--- config.mk ---
export PLATFORM = sky130hd
export DESIGN_NAME = mod_n_counter_flat
export DESIGN_NICKNAME = d
export VERILOG_FILES = /design/src/rtl/mod_n_counter_pkg.sv /design/src/rtl/mod_n_counter_if.sv /design/src/rtl/mod_n_counter_next_count.sv /design/src/rtl/mod_n_counter.sv /design/src/flat_wrapper.sv
export SDC_FILE = /design/constraint.sdc
export NUM_CORES = 1
export LEC_CHECK = 0
export ABC_CLOCK_PERIOD_IN_PS = 1300
export CORE_AREA = 5 5 42 44
export DETAILED_ROUTE_END_ITERATION = 8
export DIE_AREA = 0 0 47 49
export GPL_ROUTABILITY_DRIVEN = 1
export PLACE_DENSITY_LB_ADDON = 0.08
export SYNTH_ARGS = -nofsm -noshare
export SYNTH_HDL_FRONTEND = slang
export SYNTH_SLANG_ARGS = --single-unit
export TNS_END_PERCENT = 5
--- constraint.sdc ---
create_clock -name clk -period 1.3 [get_ports clk]
set_input_delay 0.195 -clock clk [delete_from_list [all_inputs] [get_ports clk]]
set_output_delay 0.195 -clock clk [all_outputs]
set_load 0.005 [all_outputs]
--- src/rtl/mod_n_counter_pkg.sv ---
// Shared constants and types for the modulo-N up/down counter.
package mod_n_counter_pkg;
  localparam int N_DEF     = 10;
  localparam int WIDTH_DEF = 4;

  localparam logic DIR_UP   = 1'b1;
  localparam logic DIR_DOWN = 1'b0;

  typedef logic [WIDTH_DEF-1:0] count_t;
endpackage

--- src/rtl/mod_n_counter_if.sv ---
// Direction/count bundle of the modulo-N counter; TC exists only when MODN_TC_EN is defined.
interface mod_n_counter_if
  import mod_n_counter_pkg::*;
#(
  parameter int WIDTH = WIDTH_DEF
);
  logic             UPORDOWN;
  logic [WIDTH-1:0] COUNT;
`ifdef MODN_TC_EN
  logic             TC;

  modport slv (input UPORDOWN, output COUNT, output TC);
  modport mst (output UPORDOWN, input COUNT, input TC);
`else
  modport slv (input UPORDOWN, output COUNT);
  modport mst (output UPORDOWN, input COUNT);
`endif
endinterface

--- src/rtl/mod_n_counter_next_count.sv ---
// Combinational next-count: wrap in both directions, and recovery from out-of-range counts.
module mod_n_next_count
  import mod_n_counter_pkg::*;
#(
  parameter int N     = N_DEF,
  parameter int WIDTH = WIDTH_DEF
) (
  input  logic [WIDTH-1:0] i_count,
  input  logic             i_up,
  output logic [WIDTH-1:0] o_next
);
  // One spare bit so N-1 == 2**WIDTH-1 and the +1 step cannot overflow silently.
  logic [WIDTH:0] w_cnt;
  logic [WIDTH:0] w_last;
  logic [WIDTH:0] w_sum;

  assign w_cnt  = {1'b0, i_count};
  assign w_last = (WIDTH+1)'(N - 1);

  always_comb begin
    w_sum = '0;
    if (w_cnt > w_last)
      w_sum = '0;
    else if (i_up == DIR_UP)
      w_sum = (w_cnt == w_last) ? '0 : w_cnt + (WIDTH+1)'(1);
    else
      w_sum = (w_cnt == '0) ? w_last : w_cnt - (WIDTH+1)'(1);
  end

  assign o_next = WIDTH'(w_sum);
endmodule

--- src/rtl/mod_n_counter.sv ---
// Modulo-N up/down counter with registered COUNT; optional registered TC flag under MODN_TC_EN.
module mod_n_counter
  import mod_n_counter_pkg::*;
#(
  parameter int N     = N_DEF,
  parameter int WIDTH = WIDTH_DEF
) (
  input  logic         clk,
  input  logic         reset,
  mod_n_counter_if.slv bus
);
  if (N < 2 || N > (1 << WIDTH)) begin : g_bad_n
    $error("mod_n_counter: N=%0d illegal for WIDTH=%0d", N, WIDTH);
  end

  localparam logic [WIDTH-1:0] LAST = WIDTH'(N - 1);

  logic [WIDTH-1:0] r_count;
  logic [WIDTH-1:0] w_next;

  mod_n_next_count #(.N(N), .WIDTH(WIDTH)) u_next (
    .i_count (r_count),
    .i_up    (bus.UPORDOWN),
    .o_next  (w_next)
  );

  always_ff @(posedge clk) begin
    if (!reset) r_count <= '0;
    else        r_count <= w_next;
  end

  assign bus.COUNT = r_count;

`ifdef MODN_TC_EN
  // Flag is computed from the value being loaded, so it lines up with COUNT in the same cycle.
  logic r_tc;

  always_ff @(posedge clk) begin
    if (!reset)
      r_tc <= 1'b0;
    else
      r_tc <= (bus.UPORDOWN == DIR_UP)   ? (w_next == LAST)
                                         : (w_next == '0);
  end

  assign bus.TC = r_tc;
`endif
endmodule

--- src/flat_wrapper.sv ---
// flat-port wrapper written by rule: the top's interface ports become plain ports
module mod_n_counter_flat import mod_n_counter_pkg::*;
#(
  parameter int N     = N_DEF,
  parameter int WIDTH = WIDTH_DEF
)
  (clk, reset, bus_UPORDOWN, bus_COUNT);
  mod_n_counter_if #(.WIDTH(WIDTH)) bus_i ();
  input  logic clk;
  input  logic reset;
  input wire logic [$bits(bus_i.UPORDOWN)-1:0] bus_UPORDOWN;
  output wire logic [$bits(bus_i.COUNT)-1:0] bus_COUNT;
  assign bus_i.UPORDOWN = bus_UPORDOWN;
  assign bus_COUNT = bus_i.COUNT;
  mod_n_counter #(.N(N), .WIDTH(WIDTH)) u_core (.clk(clk), .reset(reset), .bus(bus_i));
endmodule
==> impl_results.md, run 1 <==
- Routed WL per cell: 11.78 um
- CTS root buffer: clkbuf_4
- Largest net degree at the start of global routing: 9
- Total core area: 0.001401 sq mm
- Outcome: completed
- Final Skew: around 1.7 ps
- GRT overflow: 0
- Mapped Area: 224.0 sq um
- CTS max path bufs: 2
- Setup crit end: u_core.bus.COUNT[1]
- Leak pwr: 0.1603 nW
- R2R cell count: 3
- Timing-limited maximum frequency: ~810 MHz
- Reg-to-reg startpoint: u_core.bus.COUNT[0]
- Crit path kind: in2reg
- CTS clk-pin slew, worst paths: 40 ps
- Row count: 14
- Gpl congestion: between 0.7 and 0.8
- Post-synth EDFFs: 0
- Slew Viols, Final: 0
- Metal2 WL: 257 um
- Pwr/cell area: 1112 mW/mm^2
- Slew @ Worst Pin: 240.0 ps
- Via density: 4.373
- Worst Setup Start Kind: input pin
- First element of the critical path: bus_UPORDOWN
- Die area: 0.002303 sq mm
- Mapped Nets: 26
- Max Cap Viol: 0
- DIE HEIGHT: 49 um
- Post-route minimum period: 1238 ps
- Crit path DAT: 1420 ps
- # fillers: 166
- P&R area growth vs syn: 62.57%
- CTS tree: yes
- Final Worst Setup Slack: 62.10 ps
- RSZ-0062 raised after global routing: no
- Port buffer count: 6
- Uppermost layer routed: met4
- Cells after Synth: 23
- CTS Buf Count: 3
- Slew HR: 0.8389
- Tightest Hold Check Type: reg2reg
- DR iter-0 viols: 1
- R2R Path End: u_core.bus.COUNT[1]
- Switching Fraction: 0.2733
- Die width: 47 um
- Vias in the first global route: 206
- Antenna violations before repair: 0
- Async set-reset flop share out of synthesis: 0
- Nets: 40
- Initial Util: 0.1598
- Period utilisation layout: 0.9522
- Largest cells by area after synthesis: dfxtp_1 (36%), a221oi_2 (6.7%), and4bb_1 (5.6%)
- Drt drc: 0
- Post-synth top cells: dfxtp_1 (4), nor3_1 (2)
- TNS Setup: 0 ps
- Yosys top cell area share: 0.3575
- Clock power share: 0.400
- DRT Wirelength: ~600 um
- N_diodes: 0
- H-tree depth: 1
- Layout cells sized above 1: 0.4000
- Worst setup EP type: register
- Distinct cells, synth: 19
- Syn Area/Cell: just under 10 sq um
- Final ANT Viol Nets: 0
- Combinational share of power: 0.221
- Hold Fails Final Rpt: 0
- GRT Total Usage: 0.05911
- 1st-pass router iterations: 2
- Final-report setup violation count: 0
- Flop-to-flop setup slack: 140 ps
- Clock sink count: 4
- Synthesis-stage register bit count: 4
- Int Power: 0.2943 mW
- Placed Cells: 48
- Met3 wire len: roughly 54 um
- First-pass GRT wire length: 890 um
- Synth warn: 0
- Most numerous cell in the Yosys netlist: dfxtp_1
- Via Count: 223
- Met1 Wirelength: 260 um
- Reg power frac: 0.379
- Sw Pwr: 0.1107 mW
- Non-filler cells in the finished layout: 51
- Worst-path fanout max: 5
- Required time of the critical path: 1480 ps
- Post-DP HPWL: around 420 um
- Worst ir drop on vdd: 0.4475 mV
- Sequential area share after synthesis: 0.3575
- Clk_lat worst skew: 240 ps
- Max FFs per register: 4
- DP Worst Slack: -162.6 ps
- Hold-fix buffers at CTS: 0
- I/O pin total: 7
- Power, Total: about 0.40 mW
- Top_reg_cell synth: dfxtp_1
- Yosys top cell by area: dfxtp_1
==> worst min-delay path by stage <==
stage / to / cells past startpoint / start
2_1_floorplan: u_core.bus.COUNT[1] / 1 / reset
3_3_place_gp: u_core.bus.COUNT[3] / 2 / u_core.bus.COUNT[2]
3_5_place_dp: u_core.bus.COUNT[3] / 2 / u_core.bus.COUNT[2]
4_1_cts: u_core.bus.COUNT[3] / 2 / u_core.bus.COUNT[2]
5_1_grt: u_core.bus.COUNT[3] / 2 / u_core.bus.COUNT[2]
6_report: u_core.bus.COUNT[3] / 2 / u_core.bus.COUNT[2]
==> power by group through the flow <==
stage | Combinational, mW | Sequential, mW | Clock, mW
final | 0.0895 | 0.153 | 0.162
after global routing | 0.0969 | 0.156 | 0.170
after CTS | 0.0899 | 0.153 | 0.167
after detailed placement | 0.0950 | 0.155 | 0
after global placement | 0.0961 | 0.154 | 0
after floorplan | 0.0426 | 0.156 | 0
==> metrics by stage <==
step / cell area [sq um] / util / hold WS, ps
after global routing: 364.1 / 0.2598 / 572.3
after floorplan: 224.0 / - / 312.7
final: 364.1 / 0.2598 / 554.3
after detailed placement: 326.6 / 0.2330 / 589.5
after global placement: 326.6 / 0.2330 / 585.2
after CTS: 356.6 / 0.2545 / 560.3
==> critical path, cell delays in order <==
cell	delay, ps
clkdlybuf4s50_1	480
or3b_1	390
a221oi_2	220
o21a_1	130
==> area by class of cell <==
class	instances	area, sq um	share of cell area
multi-input cells	19	148.9	0.4089
flip-flops and latches	4	91.34	0.2509
repair buffers	9	81.33	0.2234
clock buffers	3	22.52	0.06186
well taps	16	20.02	0.05498
==> repair_timing <==
| item | in CTS | in global routing |
|---|---|---|
| setup buffers | 0 | 0 |
| setup endpoints to repair | 3 | 2 |
| pin swaps | 0 | 0 |
| gates resized for setup | 9 | 2 |
==> routing by layer <==
layer,GRT usage,vias to the layer above
met1,0.05921,97
met2,0.07919,8
met3,0.02583,3
met5,0,-
met4,0.06912,0
li1,-,115
==> placed cells by master (no fill, tap or decap), types with 2 or more instances in the layout <==
cell type        n
clkbuf_4         3
dfxtp_4          3
clkdlybuf4s50_1  2
buf_4            3
dlygate4sd2_1    3
==> cells by family (layout without fill, tap and decap cells) <==
group / Yosys count / in the layout / synth area share
compound gates: 6 / 6 / 0.2123
xor+xnor: 1 / 1 / 0.03911
buf+inv: 0 / 12 / 0
flops: 4 / 4 / 0.3576
mux: 1 / 1 / 0.05028
simple gates: 11 / 11 / 0.3408
Power figures use the tool's default switching activity.
==> run 2: changes to the inputs <==
- CTS_BUF_LIST: default -> sky130_fd_sc_hd__clkbuf_4 sky130_fd_sc_hd__clkbuf_8
==> results of run 2 <==
The final DEF is identical to that of run 1; final timing and power are the same.
